===== config.mk =====
export PLATFORM = sky130hd
export DESIGN_NAME = stbus_rx_deframer
export DESIGN_NICKNAME = d
export VERILOG_FILES = /design/src/rtl/stbus_rx_deframer_pkg.sv /design/src/rtl/stbus_rx_deframer_fifo.sv /design/src/rtl/stbus_rx_deframer.sv
export SDC_FILE = /design/constraint.sdc
export NUM_CORES = 1
export LEC_CHECK = 0
export CAP_MARGIN = 20
export CORE_ASPECT_RATIO = 0.8
export CORE_MARGIN = 2
export CORE_UTILIZATION = 24
export CTS_BUF_LIST = sky130_fd_sc_hd__clkbuf_16
export DETAILED_ROUTE_END_ITERATION = 10
export HOLD_SLACK_MARGIN = 0.08
export SLEW_MARGIN = 10
export SYNTH_ARGS = -nofsm -noshare
export SYNTH_HDL_FRONTEND = slang
export SYNTH_HIERARCHICAL = 1
export SYNTH_SLANG_ARGS = --single-unit

===== constraint.sdc =====
create_clock -name clk50 -period 4.21 [get_ports clk50]
set_clock_uncertainty 0.1 [all_clocks]
set_input_delay 0.6315 -clock clk50 [delete_from_list [all_inputs] [get_ports clk50]]
set_output_delay 0.6315 -clock clk50 [all_outputs]
set_load 0.02 [all_outputs]

===== src/rtl/stbus_rx_deframer_pkg.sv =====
// Shared constants and types for the ST-bus receive deframer.
package stbus_rx_deframer_pkg;

    localparam int ST_CHANNELS       = 32;
    localparam int ST_CH_BITS        = 8;
    localparam int ST_BITS_PER_FRAME = 256;

    localparam logic [1:0] ST_IDLE = 2'd0;
    localparam logic [1:0] ST_HUNT = 2'd1;
    localparam logic [1:0] ST_RUN  = 2'd2;

    typedef struct packed {
        logic [4:0] ch;
        logic [7:0] data;
    } fifo_entry_t;

    localparam int ENTRY_W = $bits(fifo_entry_t);

endpackage


===== src/rtl/stbus_rx_deframer_fifo.sv =====
// Single-clock FIFO for received timeslot entries; a push and a pop in the same cycle
// both take effect, even when the FIFO is full.
module stbus_rx_fifo #(
    parameter int WIDTH = 13,
    parameter int DEPTH = 16
) (
    input  logic                   clk,
    input  logic                   reset_n,
    input  logic                   push,
    input  logic                   pop,
    input  logic [WIDTH-1:0]       wr_data,
    output logic [WIDTH-1:0]       rd_data,
    output logic [$clog2(DEPTH):0] count,
    output logic                   empty,
    output logic                   full
);
    localparam int AW = $clog2(DEPTH);
    localparam logic [AW:0] FULL_CNT = DEPTH[AW:0];

    logic [WIDTH-1:0] mem [DEPTH];
    logic [AW-1:0]    wr_ptr;
    logic [AW-1:0]    rd_ptr;
    logic             do_push;
    logic             do_pop;

    assign empty   = (count == '0);
    assign full    = (count == FULL_CNT);
    assign do_pop  = pop && !empty;
    assign do_push = push && (!full || do_pop);
    assign rd_data = mem[rd_ptr];

    always_ff @(posedge clk) begin
        if (!reset_n) begin
            wr_ptr <= '0;
            rd_ptr <= '0;
            count  <= '0;
        end else begin
            if (do_push) wr_ptr <= wr_ptr + 1'b1;
            if (do_pop)  rd_ptr <= rd_ptr + 1'b1;
            case ({do_push, do_pop})
                2'b10:   count <= count + 1'b1;
                2'b01:   count <= count - 1'b1;
                default: ;
            endcase
        end
    end

    always_ff @(posedge clk) begin
        if (do_push) mem[wr_ptr] <= wr_data;
    end

endmodule


===== src/rtl/stbus_rx_deframer.sv =====
// ST-bus receive deframer: locks to the frame pulse, deserialises timeslots MSB-first
// and queues enabled channel bytes for the CPU side.
//  state | meaning
//  IDLE  | receiver disabled, FIFO contents kept
//  HUNT  | waiting for a frame pulse to align
//  RUN   | aligned, deserialising timeslots
module stbus_rx_deframer
    import stbus_rx_deframer_pkg::*;
#(
    parameter int          CHANNELS   = ST_CHANNELS,
    parameter int          CH_BITS    = ST_CH_BITS,
    parameter int          FIFO_DEPTH = 16,
    parameter logic [31:0] CH_MASK    = 32'hFFFF_FFFF,
    parameter int          INT_LEVEL  = 8
) (
    input  logic       clk50,
    input  logic       reset_n,
    input  logic       f0,
    input  logic       c4,
    input  logic       data_from_dt,
    input  logic       enable,
    input  logic       rd_en,
    input  logic       int_ack,
    output logic [7:0] rd_data,
    output logic [4:0] rd_ch,
    output logic       fifo_empty,
    output logic [4:0] fifo_count,
    output logic       overflow,
    output logic       frame_err,
    output logic       cpu_int
);
    localparam int               CNT_W    = $clog2(ST_BITS_PER_FRAME);
    localparam logic [CNT_W-1:0] LAST_BIT = CNT_W'(CHANNELS * CH_BITS - 1);
    localparam logic [2:0]       BYTE_END = 3'(CH_BITS - 1);

    logic [1:0]       f0_sync;
    logic [1:0]       c4_sync;
    logic [1:0]       data_sync;
    logic             c4_prev;
    logic             c4_rise;
    logic             fs;

    logic [1:0]       state;
    logic [CNT_W-1:0] bit_cnt;
    logic             phase;
    logic             past_end;
    logic [6:0]       shift;
    logic             frame_done;

    logic             run;
    logic             sample;
    logic             byte_done;
    logic             frame_end;
    logic             timeout;
    logic             fs_err;
    logic             push;
    logic             ovf_evt;
    logic             fifo_full;
    logic [7:0]       byte_val;
    logic [4:0]       byte_ch;
    fifo_entry_t      wr_entry;
    fifo_entry_t      head;
    logic [ENTRY_W-1:0] head_bits;

    always_ff @(posedge clk50) begin
        if (!reset_n) begin
            f0_sync   <= 2'b11;
            c4_sync   <= 2'b00;
            data_sync <= 2'b00;
            c4_prev   <= 1'b0;
        end else begin
            f0_sync   <= {f0_sync[0], f0};
            c4_sync   <= {c4_sync[0], c4};
            data_sync <= {data_sync[0], data_from_dt};
            c4_prev   <= c4_sync[1];
        end
    end

    assign c4_rise   = c4_sync[1] && !c4_prev;
    assign fs        = c4_rise && !f0_sync[1];

    assign run       = enable && (state == ST_RUN);
    assign sample    = run && c4_rise && !fs && !phase;
    assign byte_done = sample && (bit_cnt[2:0] == BYTE_END);
    assign byte_val  = {shift, data_sync[1]};
    assign byte_ch   = bit_cnt[CNT_W-1:3];
    assign frame_end = byte_done && (bit_cnt == LAST_BIT);
    // a second frame end with no frame pulse in between means sync was lost
    assign timeout   = frame_end && past_end;
    assign fs_err    = run && fs && (bit_cnt != '0);
    assign push      = byte_done && CH_MASK[byte_ch];
    assign ovf_evt   = push && fifo_full && !rd_en;
    assign wr_entry  = '{ch: byte_ch, data: byte_val};

    always_ff @(posedge clk50) begin
        if (!reset_n) begin
            state    <= ST_IDLE;
            bit_cnt  <= '0;
            phase    <= 1'b0;
            past_end <= 1'b0;
            shift    <= '0;
        end else if (!enable) begin
            state <= ST_IDLE;
        end else begin
            case (state)
                ST_IDLE: state <= ST_HUNT;
                ST_HUNT: begin
                    if (fs) begin
                        state    <= ST_RUN;
                        bit_cnt  <= '0;
                        phase    <= 1'b0;
                        past_end <= 1'b0;
                    end
                end
                ST_RUN: begin
                    if (fs) begin
                        bit_cnt  <= '0;
                        phase    <= 1'b0;
                        past_end <= 1'b0;
                    end else if (c4_rise) begin
                        phase <= !phase;
                        if (!phase) begin
                            shift   <= byte_val[6:0];
                            bit_cnt <= bit_cnt + 1'b1;
                            if (frame_end) begin
                                past_end <= 1'b1;
                                if (past_end) state <= ST_HUNT;
                            end
                        end
                    end
                end
                default: state <= ST_IDLE;
            endcase
        end
    end

    always_ff @(posedge clk50) begin
        if (!reset_n) begin
            frame_done <= 1'b0;
            overflow   <= 1'b0;
            frame_err  <= 1'b0;
            cpu_int    <= 1'b0;
        end else begin
            if (frame_end)            frame_done <= 1'b1;
            else if (int_ack)         frame_done <= 1'b0;
            if (ovf_evt)              overflow   <= 1'b1;
            else if (int_ack)         overflow   <= 1'b0;
            if (fs_err || timeout)    frame_err  <= 1'b1;
            else if (int_ack)         frame_err  <= 1'b0;
            cpu_int <= (fifo_count >= 5'(INT_LEVEL)) || frame_done || overflow || frame_err;
        end
    end

    stbus_rx_fifo #(
        .WIDTH (ENTRY_W),
        .DEPTH (FIFO_DEPTH)
    ) u_fifo (
        .clk     (clk50),
        .reset_n (reset_n),
        .push    (push),
        .pop     (rd_en),
        .wr_data (wr_entry),
        .rd_data (head_bits),
        .count   (fifo_count),
        .empty   (fifo_empty),
        .full    (fifo_full)
    );

    assign head    = fifo_entry_t'(head_bits);
    assign rd_data = fifo_empty ? 8'h00 : head.data;
    assign rd_ch   = fifo_empty ? 5'd0  : head.ch;

endmodule


# [Word level (Yosys, flattened, before mapping)]
# Memories as Yosys holds them, arrays and structs flattened. A register that Yosys moved wholly into a read port is not among the register bits.
# Index checks and enable logic that the tools add are counted.
[word_totals] in_bits=8 mem_count=2 regBits=43 wordCells=120 mem_bits_rw=208 latchBits=0 mem_bits_ro=32
[op_classes] n_shift=0 n_div=0 magnitude_cmp=2 n_bitwise=2 add_sub_neg=5 n_mul=0 n_eq_ne=16 muxes=35 reduce_logical=42
[memory_table] name="u_fifo.mem" words=16 width=13 read_ports=1 rd_ports_with_merged_regs=1 write_ports=1 line_no="stbus_rx_deframer_fifo.sv:20" source="logic [WIDTH-1:0] mem [DEPTH];"
[memory_table] name="(no name shown)" words=32 width=1 read_ports=1 rd_ports_with_merged_regs=1 write_ports=0 line_no="stbus_rx_deframer.sv:91" source="assign push = byte_done && CH_MASK[byte_ch];"
[op_table] operator="$mux W8" n=5
[op_table] operator="$logic_and A1 B1 Y1" n=16
[op_table] operator="$pmux W8 S2" n=1
[op_table] operator="$mux W5" n=3
[op_table] operator="$mux W1" n=14
[op_table] operator="$mux W2" n=6
[op_table] operator="$ne A2 B2 Y1 const B" n=6
[op_table] operator="$reduce_and A6 Y1" n=2
[op_table] operator="$pmux W5 S2" n=1
[op_table] operator="$reduce_and A5 Y1" n=2
[op_table] operator="$reduce_bool A2 Y1" n=5
[op_table] operator="$ne A3 B3 Y1 const B" n=3
[op_table] operator="$add A4 B1 Y4 const B" n=2
[op_table] operator="$add A8 B1 Y8 const B" n=1
[op_table] operator="$eq A8 B8 Y1 const B" n=1
[op_table] operator="$mux W4" n=2
[op_table] operator="$reduce_bool A8 Y1" n=1
[op_table] operator="$logic_not A1 Y1" n=7
[op_table] operator="$lt A5 B6 Y1 const B" n=1
[op_table] operator="$pmux W2 S3" n=1
[op_table] operator="$add A5 B1 Y5 const B" n=1
[op_table] operator="$eq A5 B5 Y1 const B" n=1
[op_table] operator="$ge A5 B4 Y1 const B" n=1
[op_table] operator="$logic_not A5 Y1" n=1
[op_table] operator="10 further kinds" n=18

# [Longest topological paths before layout]
# Gate-level depths: netlist of run 1.
[depth] ltp_word=13 mapped_depth=12

# [Modules after synthesis]
# Netlist of run 1, hierarchy kept.
[by_module_without_submodules] mod="stbus_rx_fifo" seq_area_each_um2=6586.3 cells_per_inst=439 area_each_um2=8788.4 instances=1
[by_module_without_submodules] mod="stbus_rx_deframer" seq_area_each_um2=600.6 cells_per_inst=175 area_each_um2=1616.6 instances=1

# [Worst setup path before layout of run 1]
# No wires, ideal clock.
[synth_timing] path_kind="input to register" startpoint="in enable" endpoint="mem u_fifo.mem[0][0], enable pin" n_path_buf=1 cell_stages=5 t_arrival_ns=2.748 setup_slack_ns=0.945 t_required_ns=3.693 setup_ns=0.417 path_cell_list="nand3b_1 nor2_1 o21ai_2 buf_6 nor4_1"
[synth_via] elab_chain_cells=9
[synth_rtl] element="start: declaration" line_no="stbus_rx_deframer.sv:21" source="input logic enable,"
[synth_rtl] element="$logic_and A1 B1 Y1" line_no="stbus_rx_deframer.sv:82" source="assign run = enable && (state == ST_RUN);"
[synth_rtl] element="$logic_and A1 B1 Y1 (3 in series)" line_no="stbus_rx_deframer.sv:83" source="assign sample = run && c4_rise && !fs && !phase;"
[synth_rtl] element="$logic_and A1 B1 Y1" line_no="stbus_rx_deframer.sv:84" source="assign byte_done = sample && (bit_cnt[2:0] == BYTE_END);"
[synth_rtl] element="named net byte_done" line_no="stbus_rx_deframer.sv:52" source="logic byte_done;"
[synth_rtl] element="$logic_and A1 B1 Y1" line_no="stbus_rx_deframer.sv:91"
[synth_rtl] element="$logic_and A1 B1 Y1" line_no="stbus_rx_deframer_fifo.sv:29" source="assign do_push = push && (!full || do_pop);"
[synth_rtl] element="$mux W1" line_no="stbus_rx_deframer_fifo.sv:49" source="if (do_push) mem[wr_ptr] <= wr_data;"
[synth_rtl] element="$mux W1 (implied by the code)" line_no="stbus_rx_deframer_fifo.sv:49"
[synth_rtl] element="end: declaration" line_no="stbus_rx_deframer_fifo.sv:20"
# The timed path passes the listed nets, and every way through them passes these cells.

==> results of run 1 <==
==> critical path: stages, from the launching register on <==
cell and delay (ns):
dfxtp_4 0.58, buf_12 0.33, buf_4 0.22, mux4_2 0.50, a22oi_1 0.21, nand2_1 0.07, nor2b_1 0.15, clkdlybuf4s50_1 0.54
==> stage by stage <==
step                      setup slack, ns  hold WS [ns]
final                              0.3255        0.3170
after global routing               0.1078        0.3504
after CTS                          0.2423        0.3195
after detailed placement           0.6681        0.3043
after global placement             0.7500        0.3123
after floorplan                    0.9454        0.2863
==> layer usage <==
metal  share of wire, %  global-route usage, %
met5                  0                      0
met4                1.8                  2.507
met3                3.7                  1.636
met2                 49                  17.01
met1                 46                  13.32
==> layout make-up <==
| cell class | count | area, µm² | area share, % |
|---|---|---|---|
| Inverter | 17 | 63.81 | 0.5170 |
| Timing Repair Buffer | 51 | 480.5 | 3.893 |
| Multi-Input combinational cell | 310 | 3030 | 24.55 |
| Sequential cell | 255 | 7192 | 58.27 |
| Clock inverter | 23 | 198.9 | 1.612 |
| Tap cell | 560 | 700.7 | 5.677 |
| Clock buffer | 27 | 675.6 | 5.474 |
==> cells by family after synthesis <==
family                     synth area share [%]
muxes                                     12.79
and+or+nand+nor                           7.864
adders and majority gates                 2.116
buffers and inverters                     2.044
xor gates and xnor gates                 0.3368
AOI/OAI and AO/OA                         5.772
DFF                                       69.07
==> power by group <==
part	total [mW]	switching [mW]	internal (mW)	leakage, nW
Sequential	2.70	0.00670	2.69	2.34
Combinational	0.0653	0.0373	0.0280	1.14
Clock	2.32	0.961	1.36	0.433
==> placed cells by master, fill, tap and decap left out, types with 14 or more instances in the layout <==
cell,Yosys,layout
mux4_2,52,52
nand2_1,28,28
nor2b_1,29,29
and2_1,14,14
clkdlybuf4s50_1,0,29
mux2i_1,16,16
a22oi_1,26,26
nor2_1,21,21
dfxtp_1,47,45
buf_4,0,20
ha_1,16,16
clkbuf_16,0,27
edfxtp_1,208,208
inv_1,16,19
==> state kept, by name (all words and copies together) (netlist names), named ones only <==
signal	flops
u_fifo/wr_ptr	4
past_end	1
frame_err	1
u_fifo/count	5
bit_cnt	8
overflow	1
frame_done	1
shift	7
f0_sync	2
u_fifo/mem	208
cpu_int	1
c4_prev	1
state	2
c4_sync	2
phase	1
data_sync	2
u_fifo/rd_ptr	4
==> worst paths after layout <==
check | startpoint | endpoint | slack (ns)
setup reg to reg | state[0] | u_fifo/count[4] | 1.04
hold / removal | f0_sync[0] | f0_sync[1] | 0.32
hold reg to reg | f0_sync[0] | f0_sync[1] | 0.32
setup / recovery | flop | rd_ch[4] | 0.33
==> impl_metrics.env, run 1 <==
export IMPL_status="finished clean"
export IMPL_htree_levels=1
export IMPL_clock_sinks=255
export IMPL_leakage_nw=3.916
export IMPL_initial_core_util_pct=24.22
export IMPL_antenna_found_initial=0
export IMPL_layoutNonFillerInstCount=1243
export IMPL_postSynthAreaPerCell_um2=16.95
export IMPL_synth_top_area_cell="edfxtp_1"
export IMPL_synth_distinct_cells=55
export IMPL_required_ns=3.48
export IMPL_max_freq_mhz=257.4
export IMPL_rsz0062_at_grt="false"
export IMPL_hold_path_class="reg2reg"
export IMPL_grt_pass1_vias=5726
export IMPL_insertion_delay_ns=0.54
export IMPL_drive_gt1_share_pct=18.59
export IMPL_fin_tns_setup_ns=0
export IMPL_min_delay_path_depth=1
export IMPL_cts_buffers=27
export IMPL_die_area_mm2=0.04505
export IMPL_synth_area_mm2=0.01040
export IMPL_path_clk_slew_ns=0.06
export IMPL_yosysMostFrequentCell="edfxtp_1"
export IMPL_io_buffer_count=29
export IMPL_cp_arrival_ns=3.15
export IMPL_synthesis_yosys_warnings=6
export IMPL_final_core_util_pct=28.72
export IMPL_gp_congestion=0.7398
export IMPL_grt_overflow_total=0
export IMPL_critPathKind="reg2out"
export IMPL_drc=0
export IMPL_hpwl_mm=13.65
export IMPL_timing_final_crit_share_pct=92.27
export IMPL_finalSetupViolCount=0
export IMPL_dp_cells=1193
export IMPL_core_region_area_mm2=0.04297
export IMPL_ys_flop_type="edfxtp_1"
export IMPL_p_per_area_mw_per_mm2=411.8
export IMPL_start_kind="flop"
export IMPL_vias_per_cell=4.461
export IMPL_slew_viol_final=0
export IMPL_area_growth_pct=18.61
export IMPL_period_needed_ns=3.885
export IMPL_grt_use_total_pct=9.993
export IMPL_post_dp_cell_area_mm2=0.01147
export IMPL_grt_max_degree=42
export IMPL_ant_nets=0
export IMPL_final_nets=687
export IMPL_die_y_um=190.2
export IMPL_wl_mm=22.17
export IMPL_worstRegToRegCells=11
export IMPL_cts_tree="done"
export IMPL_ys_seq_area_share_pct=69.07
export IMPL_synth_area_top_cells="edfxtp_1, mux4_2, dfxtp_1"
export IMPL_max_slew_margin_rel_pct=45.47
export IMPL_dr_total_vias=5545
export IMPL_total_power_mw=5.082
export IMPL_final_cell_area_mm2=0.01234
export IMPL_drt_iter0_drc=566
export IMPL_critPathCaptureType="output pin"
export IMPL_ys_ff_latch=255
export IMPL_cts_root_buf="clkbuf_16"
export IMPL_postCtsSetupBuffers=0
export IMPL_rows=68
export IMPL_crit_fanout=33
export IMPL_synth_top_area_share_pct=60.03
export IMPL_wl_per_cell_um=17.84
export IMPL_ioPinCount=30
export IMPL_tightest_slew_ns=0.8169
export IMPL_postSynth_asyncResetShare_pct=0
export IMPL_postCtsResizedCells=0
export IMPL_vdd_drop_max_uv=242.2
export IMPL_finalHoldViolations=0
export IMPL_n_antenna_cell=0
export IMPL_synth_edf_count=208
export IMPL_fillers=4207
export IMPL_first_pass_iters=5
export IMPL_die_w_um=236.8
export IMPL_clockBufferDepth=3
export IMPL_cts_hold_buf=0
export IMPL_cap_violations=0
export IMPL_synthTopCellsByCount="edfxtp_1, mux4_2, dfxtp_1, nor2b_1, nand2_1"
export IMPL_syn_num_nets=639
export IMPL_syn_instance_count=614
export IMPL_grt_first_pass_wirelength_mm=34.63
Power figures use the tool's default switching activity.
==> run 2: changes to the inputs <==
- CORE_UTILIZATION: 24 -> 40
- SETUP_SLACK_MARGIN: default -> 0.2
- SLEW_MARGIN: 10 -> 20
==> run 2 against run 1 <==
Total power down 4.1%. Combinational power up 1%. Sequential power about the same. Core utilization up 18 points. Sequential share of layout area up 1.8 points. Worst hold slack worse by 0.0051 ns. Highest routed layer unchanged. Non-clock buffer count down 5. First-iteration DRC count down 24%.
==> impl_metrics.env, run 2 (synthesis gave the netlist of run 1 again) <==
export IMPL_start_kind="flop"
export IMPL_status="finished clean"
export IMPL_initial_core_util_pct=40.90
export IMPL_hpwl_mm=13.41
export IMPL_final_cell_mix="edfxtp_1, mux4_2, dfxtp_1, nor2b_1, clkdlybuf4s50_1"
export IMPL_grt_pass1_vias=5680
export IMPL_die_area_mm2=0.02733
export IMPL_largest_reg_flops=208
export IMPL_cp_arrival_ns=3.11
export IMPL_first_pass_iters=4
export IMPL_htree_levels=1
export IMPL_path_clk_slew_ns=0.06
export IMPL_gp_congestion=0.8281
export IMPL_cts_tree="done"
export IMPL_drc=0
export IMPL_cts_root_buf="clkbuf_16"
export IMPL_cts_buffers=26
export IMPL_top_register="u_fifo/mem"
export IMPL_top_regs="u_fifo/mem: 208 flops, bit_cnt: 8 flops, shift: 7 flops"
export IMPL_ant_nets=0
export IMPL_wl_per_cell_um=21.05
export IMPL_cts_hold_buf=0
export IMPL_required_ns=3.48
export IMPL_grt_first_pass_wirelength_mm=33.25
export IMPL_max_slew_margin_rel_pct=43.47
export IMPL_clock_sinks=255
export IMPL_rsz0062_at_grt="false"
export IMPL_grt_max_degree=43
export IMPL_slew_viol_final=0
export IMPL_layout_setup_ws_ns=0.3656
export IMPL_layout_commonest_cell="edfxtp_1"
export IMPL_postCtsSetupBuffers=0
export IMPL_wl_mm=21.64
export IMPL_critPathCaptureType="output pin"
export IMPL_antenna_found_initial=0
export IMPL_drive_gt1_share_pct=17.60
export IMPL_tightest_slew_ns=0.8467
export IMPL_drt_iter0_drc=431
export IMPL_timing_final_crit_share_pct=91.32
export IMPL_p_per_area_mw_per_mm2=407.4
export IMPL_critPathKind="reg2out"
export IMPL_vdd_drop_max_uv=225.4
export IMPL_hold_path_class="reg2reg"
export IMPL_grt_overflow_total=0
export IMPL_final_nets=681
export IMPL_dr_total_vias=5623
export IMPL_fin_tns_setup_ns=0
export IMPL_period_needed_ns=3.844
export IMPL_core_region_area_mm2=0.02544
export IMPL_die_w_um=184.3
export IMPL_io_buffer_count=29
export IMPL_vias_per_cell=5.470
export IMPL_area_growth_pct=15.02
export IMPL_cap_violations=0
export IMPL_r2r_slack_ns=1.13
export IMPL_leakage_nw=3.884
export IMPL_die_y_um=148.3
export IMPL_postCtsResizedCells=0
export IMPL_insertion_delay_ns=0.52
export IMPL_finalSetupViolCount=0
export IMPL_dp_slack_ns=0.7075
export IMPL_grt_use_total_pct=16.08
export IMPL_ioPinCount=30
export IMPL_crit_fanout=42
export IMPL_clockBufferDepth=3
export IMPL_finalHoldViolations=0
export IMPL_rows=52
export IMPL_max_freq_mhz=260.1
## run 2: changes by cell type in the layout (fill, tap and decap cells not counted), sizes merged
| cell | before | now |
|---|---|---|
| bufinv | 3 | 0 |
| clkbuf | 27 | 28 |
| clkinvlp | 3 | 1 |
| clkinv | 14 | 8 |
| diode | 0 | 1 |
| inv | 20 | 28 |
| buf | 22 | 17 |
## run 2: where the power goes
group	leakage (nW)	total (mW)	internal (mW)	switching (mW)
registers	2.34	2.70	2.69	0.00579
logic	1.12	0.0661	0.0280	0.0381
clock network	0.426	2.11	1.19	0.917
## run 2: worst paths after layout
kind / cells after the start / startpoint / to
min reg2reg: 1 / f0_sync[0] / f0_sync[1]
min: 1 / f0_sync[0] / f0_sync[1]
max: 6 / flop / rd_ch[2]
max reg2reg: 12 / state[0] / u_fifo/count[4]
## run 2: area by class of cell
| cell class | instances | area [µm²] |
|---|---|---|
| well taps | 351 | 439.2 |
| clock inverters | 20 | 90.09 |
| fillers | 2130 | 13470 |
| flip-flops and latches | 255 | 7192 |
| clock buffers | 28 | 700.7 |
| multi-input cells | 310 | 3037 |
| diodes | 1 | 2.502 |
| inverters | 17 | 63.81 |
| repair buffers | 46 | 442.9 |
## run 2: critical path: stages (launching register included)
cell             delay, ns
dfxtp_4               0.49
buf_12                0.36
mux4_2                0.57
a22oi_1               0.29
nand2_1               0.13
nor2b_1               0.17
clkdlybuf4s50_1       0.54
## run 2: stage by stage
step	hold slack (ns)	cell area (µm²)	power, mW	std cells	util (%)
after global routing	0.3260	11970	5.019	1027	47.03
after CTS	0.3090	11970	4.923	1027	47.03
after detailed placement	0.2968	11170	2.819	979	43.93
final	0.3119	11970	4.876	1028	47.04
after global placement	0.2935	11170	2.815	979	43.90
after floorplan	0.2863	10410	2.795	614	-
## run 2: per-layer routing
| metal | routed length, µm | vias up | GRT usage (%) | share of wire (%) |
|---|---|---|---|---|
| met3 | 794 | 32 | 2.204 | 3.7 |
| met2 | 10570 | 107 | 26.45 | 49 |
| met4 | 443 | 0 | 4.120 | 2.0 |
| met5 | 0 | - | 0 | 0 |
| li1 | - | 2526 | - | - |
| met1 | 9830 | 2958 | 22.73 | 45 |
